File: config.mk
export PLATFORM = sky130hd
export DESIGN_NAME = daq_frame_packer
export DESIGN_NICKNAME = d
export VERILOG_FILES = /design/src/rtl/daq_frame_packer.sv
export SDC_FILE = /design/constraint.sdc
export NUM_CORES = 1
export LEC_CHECK = 0
export BUFFER_PORTS_ARGS = -buffer_cell sky130_fd_sc_hd__buf_2
export CORE_MARGIN = 4
export CORE_UTILIZATION = 35
export DETAILED_ROUTE_END_ITERATION = 16
export SLEW_MARGIN = 20
export SYNTH_ARGS = -nofsm -noshare
export SYNTH_HDL_FRONTEND = slang
export SYNTH_SLANG_ARGS = --single-unit
File: constraint.sdc
create_clock -name clk -period 4.54 [get_ports clk]
set_input_delay 0.681 -clock clk [delete_from_list [all_inputs] [get_ports clk]]
set_output_delay 0.681 -clock clk [all_outputs]
set_load 0.05 [all_outputs]
File: src/rtl/daq_frame_packer.sv
// daq_frame_packer
// Packs the decimated signed sample stream into framed 32-bit AXI-stream packets.
// Each frame is {SYNC, seq, FRAME_LEN} followed by FRAME_LEN sign-extended samples.
// A first-word-fall-through sample FIFO decouples the decimator from downstream stalls.
module daq_frame_packer #(
    parameter int         DW         = 24,
    parameter int         FRAME_LEN  = 64,
    parameter int         FIFO_DEPTH = 16,
    parameter logic [7:0] SYNC       = 8'hA5
) (
    input  logic          clk,
    input  logic          rst_n,
    input  logic          s_axis_tvalid,
    output logic          s_axis_tready,
    input  logic [DW-1:0] s_axis_tdata,
    output logic          m_axis_tvalid,
    input  logic          m_axis_tready,
    output logic [31:0]   m_axis_tdata,
    output logic          m_axis_tlast
);

    localparam int            AW       = (FIFO_DEPTH > 1) ? $clog2(FIFO_DEPTH) : 1;
    localparam int            CW       = AW + 1;
    localparam logic [CW-1:0] DEPTH_C  = CW'(FIFO_DEPTH);
    localparam logic [15:0]   FLEN16   = 16'(FRAME_LEN);
    localparam logic [15:0]   LAST_IDX = 16'(FRAME_LEN - 1);

    typedef enum logic [1:0] {
        IDLE    = 2'd0,
        HEADER  = 2'd1,
        PAYLOAD = 2'd2
    } state_t;

    // Sample storage carries no reset; only pointers and count define its contents.
    logic signed [DW-1:0] mem [FIFO_DEPTH];
    logic [AW-1:0]        wr_ptr;
    logic [AW-1:0]        rd_ptr;
    logic [CW-1:0]        count;

    state_t               state;
    logic [7:0]           seq;
    logic [15:0]          idx;

    logic                 full;
    logic                 empty;
    logic                 push;
    logic                 pop;
    logic                 last_beat;
    logic signed [DW-1:0] head;

    // Size cast of a signed operand replicates the sign bit up to 32 bits.
    function automatic logic signed [31:0] sext32(input logic signed [DW-1:0] d);
        sext32 = 32'(d);
    endfunction

    assign full          = (count == DEPTH_C);
    assign empty         = (count == '0);
    assign s_axis_tready = !full;
    // A full FIFO refuses input even when a pop frees a slot in the same cycle.
    assign push          = s_axis_tvalid && !full;
    assign pop           = (state == PAYLOAD) && !empty && m_axis_tready;
    assign last_beat     = (idx == LAST_IDX);
    assign head          = mem[rd_ptr];

    // Sample write port.
    always_ff @(posedge clk) begin
        if (push) begin
            mem[wr_ptr] <= s_axis_tdata;
        end
    end

    // FIFO pointers and occupancy; pointers wrap naturally since depth is a power of 2.
    always_ff @(posedge clk) begin
        if (!rst_n) begin
            wr_ptr <= '0;
            rd_ptr <= '0;
            count  <= '0;
        end else begin
            if (push) begin
                wr_ptr <= wr_ptr + 1'b1;
            end
            if (pop) begin
                rd_ptr <= rd_ptr + 1'b1;
            end
            case ({push, pop})
                2'b10:   count <= count + 1'b1;
                2'b01:   count <= count - 1'b1;
                default: count <= count;
            endcase
        end
    end

    // Frame sequencer: header, then FRAME_LEN payload beats, then one idle cycle.
    always_ff @(posedge clk) begin
        if (!rst_n) begin
            state <= IDLE;
            seq   <= '0;
            idx   <= '0;
        end else begin
            case (state)
                IDLE: begin
                    if (!empty) begin
                        state <= HEADER;
                    end
                end
                HEADER: begin
                    if (m_axis_tready) begin
                        state <= PAYLOAD;
                        idx   <= '0;
                    end
                end
                PAYLOAD: begin
                    if (pop) begin
                        if (last_beat) begin
                            seq   <= seq + 8'd1;
                            idx   <= '0;
                            state <= IDLE;
                        end else begin
                            idx <= idx + 16'd1;
                        end
                    end
                end
                default: begin
                    state <= IDLE;
                end
            endcase
        end
    end

    // Output decode from state; payload valid follows FIFO occupancy so a starved frame pauses.
    always_comb begin
        m_axis_tvalid = 1'b0;
        m_axis_tdata  = 32'h0;
        m_axis_tlast  = 1'b0;
        case (state)
            HEADER: begin
                m_axis_tvalid = 1'b1;
                m_axis_tdata  = {SYNC, seq, FLEN16};
            end
            PAYLOAD: begin
                m_axis_tvalid = !empty;
                m_axis_tdata  = sext32(head);
                m_axis_tlast  = last_beat;
            end
            default: begin
                m_axis_tvalid = 1'b0;
            end
        endcase
    end

endmodule
---- After elaboration in Yosys (flattened, before gate mapping) ----
Memories as Yosys holds them, arrays and structs flattened. A register that Yosys moved wholly into a read port is not among the register bits.
Cells that the tools add are included.
storage, ports and cells
  register bits ........................... 39
  memories ................................ 1
  bits of input ports ..................... 28
  latch bits .............................. 0
  output and inout port bits .............. 35
  RAM bits ................................ 384
  bits in read-only memories .............. 0
  logic and storage cells ................. 52
memories
  name  depth  width  read ports  clocked after Yosys merged registers in  write ports  line  RTL
  mem   16     24     1           1                                        1            35    logic signed [DW-1:0] mem [FIFO_DEPTH];
cells by class
  order comparisons ....................... 0
  bitwise operators ....................... 0
  mux-type cells .......................... 17
  reduce and logical (&&, ||, !) cells .... 12
  eq/ne operators ......................... 10
  multiply operators ...................... 0
  divide/modulo/power cells ............... 0
  add/subtract/negate cells ............... 6
  shift operators ......................... 0
operators with widths
  operator                                               number
  one-hot mux 32 bit (2 select lines)                    1
  2-to-1 mux 16 bit                                      3
  one-hot mux 16 bit (2 select lines)                    1
  adder 16 x 1 -> 16 bit (second input constant)         1
  equality test 16 x 6 -> 1 bit (second input constant)  1
  one-hot mux 5 bit (2 select lines)                     1
  adder 4 x 1 -> 4 bit (second input constant)           2
  adder 8 x 1 -> 8 bit (second input constant)           1
  2-to-1 mux 2 bit                                       4
  2-to-1 mux 4 bit                                       2
  inequality test 2 bit (second input constant)          4
  one-hot mux 2 bit (3 select lines)                     1
  AND reduction 3 bit                                    2
  adder 5 x 1 -> 5 bit (second input constant)           1
  equality test 5 bit (second input constant)            1
  zero test 5 bit                                        1
  subtractor 5 x 1 -> 5 bit (second input constant)      1
  equality test 2 x 1 -> 1 bit (second input constant)   2
  equality test 2 bit (second input constant)            2
  AND reduction 4 bit                                    1
  nonzero test 2 bit                                     2
  logical AND 1 bit                                      3
  2-to-1 mux 1 bit                                       3
  zero test 1 bit                                        2
  2 further kinds                                        2

---- Longest topological paths before layout ----
  depth after elaboration ................. 6
  gate-level depth with buffers ........... 13
  gate-level depth less buffers ........... 12

---- Least setup slack after synthesis ----
OpenSTA, ideal clock, no wires.
  path type ............................... register to output
  from .................................... reg with a tool-made name
  to ...................................... out m_axis_tdata[26]
  buffers on the path ..................... 4
  required time ........................... 3.859 ns
  stages on the path, launching flop included .. 10
  path slack .............................. 1.005 ns
  data arrival time ....................... 2.854 ns
  cell sequence ........................... dfxtp_1 -> buf_2 -> buf_2 -> buf_2 -> mux2i_1 -> nand2_1 -> o211ai_1 -> o22ai_1 -> or2_2 -> buf_4
RTL lines
  element    line  RTL
  to (decl)  18    output logic [31:0] m_axis_tdata,

==> impl_results.md <==
- Total vias in the final route: between 9000 and 10000
- Global router's overall resource usage: ~14%
- Power per cell area: about 430 mW/mm^2
- Die Wd: 231 um
- Initial drt markers: 892
- Path class of the lowest-slack min-delay path: in2reg
- Worst hold stages: 2
- Cells along the critical path: buf_12 > nand2b_1 > a211oi_1 > nor4_1 > a21oi_1 > o21ai_0 > buf_2
- Number of global-route vias before repair: approximately 9200
- WS Path Type: reg2out
- Startpoint kind of the worst setup timing path: flop
- Initial antenna violation count: 3
- Buffer count from post-CTS setup fixing: 0
- Final hold violation count: 0
- TritonCTS buffer count: 45
- Family with the most delay on the worst path: flip-flops
- Wirelength per Cell: about 22 um
- Post-cts gate resize count: 0
- GRT Max-Usage Layer: met2
- Port bufs: 62
- Area enclosed by the die boundary: between 0.05 and 0.06 mm^2
- Peak supply drop: 0.308 mV
- Met2 layer usage reported by global route: a little under a quarter
- Remaining global-route overflow: 0
- Number of synthesis warnings: 0
- Starting density of the core: around 36%
- Net total in the final layout: 1136
- N_diodes: 0
- Die height: roughly 230 um
- Count of cell types in the netlist: 61
- Slowest Stage Delay on Critical Path: roughly 0.75 ns
- Total power draw: 8.60 mW
- Post-detailed-routing wire length: roughly 39000 um
- Global routing met3 resource utilization: a little over 3%
- Detail Route Antenna Nets: 0
- Share of cells above drive strength 1: 23.4%
- Worst-case clock buffer depth: 3
- Maximum number of pins on one net before global-route repair: 52
- Sequential cell area: approximately 0.012 mm^2
- Slew margin rel.: roughly a quarter
- Area used by multi-input combinational logic: roughly 0.0048 mm^2
- Worst Reg-to-Reg Cells: 11
- Total Neg Setup Slack: 0 ns
- Most used flip-flop cell after synthesis: sky130_fd_sc_hd__edfxtp_1
- Half-perimeter wire length after placement: about 21000 um
- Number of filler instances in the final layout: 4413
- Number of optimization iterations in the first detailed-route pass: 5
- Asr flop ratio synth: 0%
- Area of the placeable core: just under 0.05 mm^2
- Clock root buffer master: sky130_fd_sc_hd__clkbuf_16
- Number of synthesized flops with an enable pin: approximately 380
- Max Fanout on Critical Path: slightly above 50
- Share of the cycle needed by the critical path after routing: about four fifths
- Final hold slack: between 0.4 and 0.5 ns
- Number of cells produced by synthesis: approximately 1000
- # H-tree levels: 2
- Final worst path period need: around 3.7 ns
- Worst-margin pin slew: ~1.1 ns
- Nature of the critical path endpoint: primary output
- Wire length of the first global-routing pass: just under 60000 um
- Worst setup margin: between 0.8 and 0.9 ns
- RSZ-0062 raised after global routing: no
- Endpoint arrival time on the critical path: 2.98 ns
- Outcome: finished, final reports clean
- Number of hold buffers added after cts: 0
- Setup-violating endpoint count in the final report: 0
- Data required time at the worst endpoint: between 3 and 4 ns
- DRC violations left: 0
- Worst clock skew on the final layout: 0.0203 ns
- Clock tree from TritonCTS: yes
- Final weighted congestion in routability-driven placement: between 0.8 and 0.9
- Post-synthesis instance area: approximately 0.017 mm^2
- Slowest-stage cell, CP: sky130_fd_sc_hd__dfxtp_4
- I/O pin count: between 60 and 70
- Area grow syn2layout: 15.1%
- Worst-path clk slew: about 0.06 ns
- Critical Path Stages: 7
- Avg Vias per Cell: slightly above 5
- Final core occ: around two fifths
- CP Buf/Inv Count: 2
- Number of storage elements in the synthesis netlist: ~430
- Rows: 81
- Mean Syn Cell Area: roughly 17 um^2
- Max-cap check violation count: 0
- Nets in the synthesized netlist: about 1100
- Clock net sink count: between 400 and 500
- Worst slack after detailed placement: roughly 1.3 ns
- Clock latency reported for the late side of the worst-skew pair: 0.57 ns
- Final-report max-slew violation count: 0
- Reported leakage power: 6.22 nW
- Peak clock frequency supported by timing: roughly 270 MHz
- Met1 track utilization from global routing: 19.7%
- Sequential-to-total area share from yosys stat: between 70% and 80%
cells in the final DEF, fill, tap and decap left out, types with 8 or more instances in the layout:
master                      count
sky130_fd_sc_hd__buf_2         62
sky130_fd_sc_hd__mux2_2        12
sky130_fd_sc_hd__nor4_1         8
sky130_fd_sc_hd__o211ai_1      15
sky130_fd_sc_hd__o21ai_0       16
sky130_fd_sc_hd__a211oi_1      11
sky130_fd_sc_hd__nor2_1        35
sky130_fd_sc_hd__mux4_2        64
sky130_fd_sc_hd__o22ai_1       19
sky130_fd_sc_hd__xor2_1        10
sky130_fd_sc_hd__nand4_1        8
sky130_fd_sc_hd__or3_1         12
sky130_fd_sc_hd__clkbuf_16     45
sky130_fd_sc_hd__nor2_4        12
sky130_fd_sc_hd__ha_1          15
sky130_fd_sc_hd__edfxtp_1     384
sky130_fd_sc_hd__dfxtp_1       40
sky130_fd_sc_hd__nand3_1       26
sky130_fd_sc_hd__clkinv_1       9
sky130_fd_sc_hd__nand2_1       62
sky130_fd_sc_hd__buf_4         15
sky130_fd_sc_hd__clkinv_2      10
sky130_fd_sc_hd__nor2b_1       13
sky130_fd_sc_hd__inv_1         10
sky130_fd_sc_hd__a32oi_1       12
sky130_fd_sc_hd__a21oi_1       26
sky130_fd_sc_hd__mux2i_1       77
worst register-to-register path: cells and delay by family, from the launching register on:
family / cells / cell delay, ns
buffers and inverters: 1 / 0.15
adders and majority gates: 2 / 0.57
AOI/OAI and AO/OA: 4 / 1.19
DFF: 1 / 0.52
and+or+nand+nor: 3 / 0.36
xor gates and xnor gates: 1 / 0.18
synth_stat cells, drive strengths merged (2+ instances only):
library cell    n  area [um^2]
a221oi          2         17.5
nand4b          3         26.3
a22oi           3         22.5
and2            6         40.0
xor2           10         87.6
or2             2         12.5
mux4           64         1440
nor4           13          130
buf            36          218
dfxtp          43          861
nand3b          2         15.0
and4            2         17.5
or3            12         75.1
nand3          26          130
nand2          62          233
o21ai          16         80.1
clkbuf         24          100
a21o            3         22.5
nand4          10         75.1
nand2b          7         43.8
a21oi          27          139
mux2           12          135
nor2           47          176
nor2b          13         81.3
o211ai         15          113
a21boi          2         15.0
a32oi          12          105
a211oi         11         82.6
edfxtp        384        11500
ha             15          188
a31o            3         26.3
or4             2         15.0
o22ai          19          119
nor3            7         57.6
xnor2           3         26.3
nor3b           3         22.5
mux2i          77          771
a31oi           3         18.8
and3            4         26.3
inv            10         37.5
per-stage QoR:
| step | cell area [um^2] | instances |
|---|---|---|
| 2_1_floorplan | 17400 | 1024 |
| 3_3_place_gp | 18600 | 1709 |
| 3_5_place_dp | 18600 | 1709 |
| 4_1_cts | 20000 | 1791 |
| 5_1_grt | 20000 | 1792 |
| 6_report | 20000 | 1792 |
layer usage:
metal  vias up  routed length [um]
met5         -                  34
met4         6                 597
met3        60                1970
met2       197               18700
met1      4758               17600
li1       4226                   -
sequential cells by signal (all words and copies together), names as in the netlist, named ones only:
name and cells:
rd_ptr 4, state 2, idx 16, mem 384
count 5, wr_ptr 4, seq 8
report_power, final:
group          internal, mW  switching, mW
Sequential             4.34         0.0309
Combinational         0.185          0.389
Clock                  2.12           1.54
cell families after synthesis:
logic type	synth area share [%]
simple gates	6.96
compound gates	4.66
mux	13.5
buf+inv	2.04
flops	71.1
xor+xnor	0.654
fa+ha+maj	1.08
final timing paths:
| check | end | slack (ns) | startpoint |
|---|---|---|---|
| max | m_axis_tdata[20] | 0.88 | flop |
| min | idx[2]$_SDFFE_PN0P_ | 0.42 | m_axis_tready |
| max reg2reg | count[4]$_SDFFE_PN0P_ | 1.46 | count[1]$_SDFFE_PN0P_ |
| min reg2reg | state[1]$_SDFFE_PN0P_ | 0.49 | state[1]$_SDFFE_PN0P_ |
layout make-up:
| type | count | share of cell area, % |
|---|---|---|
| tap | 664 | 4.14 |
| multi-input combinational | 527 | 23.9 |
| sequential | 427 | 61.9 |
| inverter | 10 | 0.187 |
| clock buffer | 52 | 5.75 |
| timing repair buffer | 82 | 2.61 |
| clock inverter | 30 | 1.58 |
Note: power is estimated with default switching activity, not from simulation.
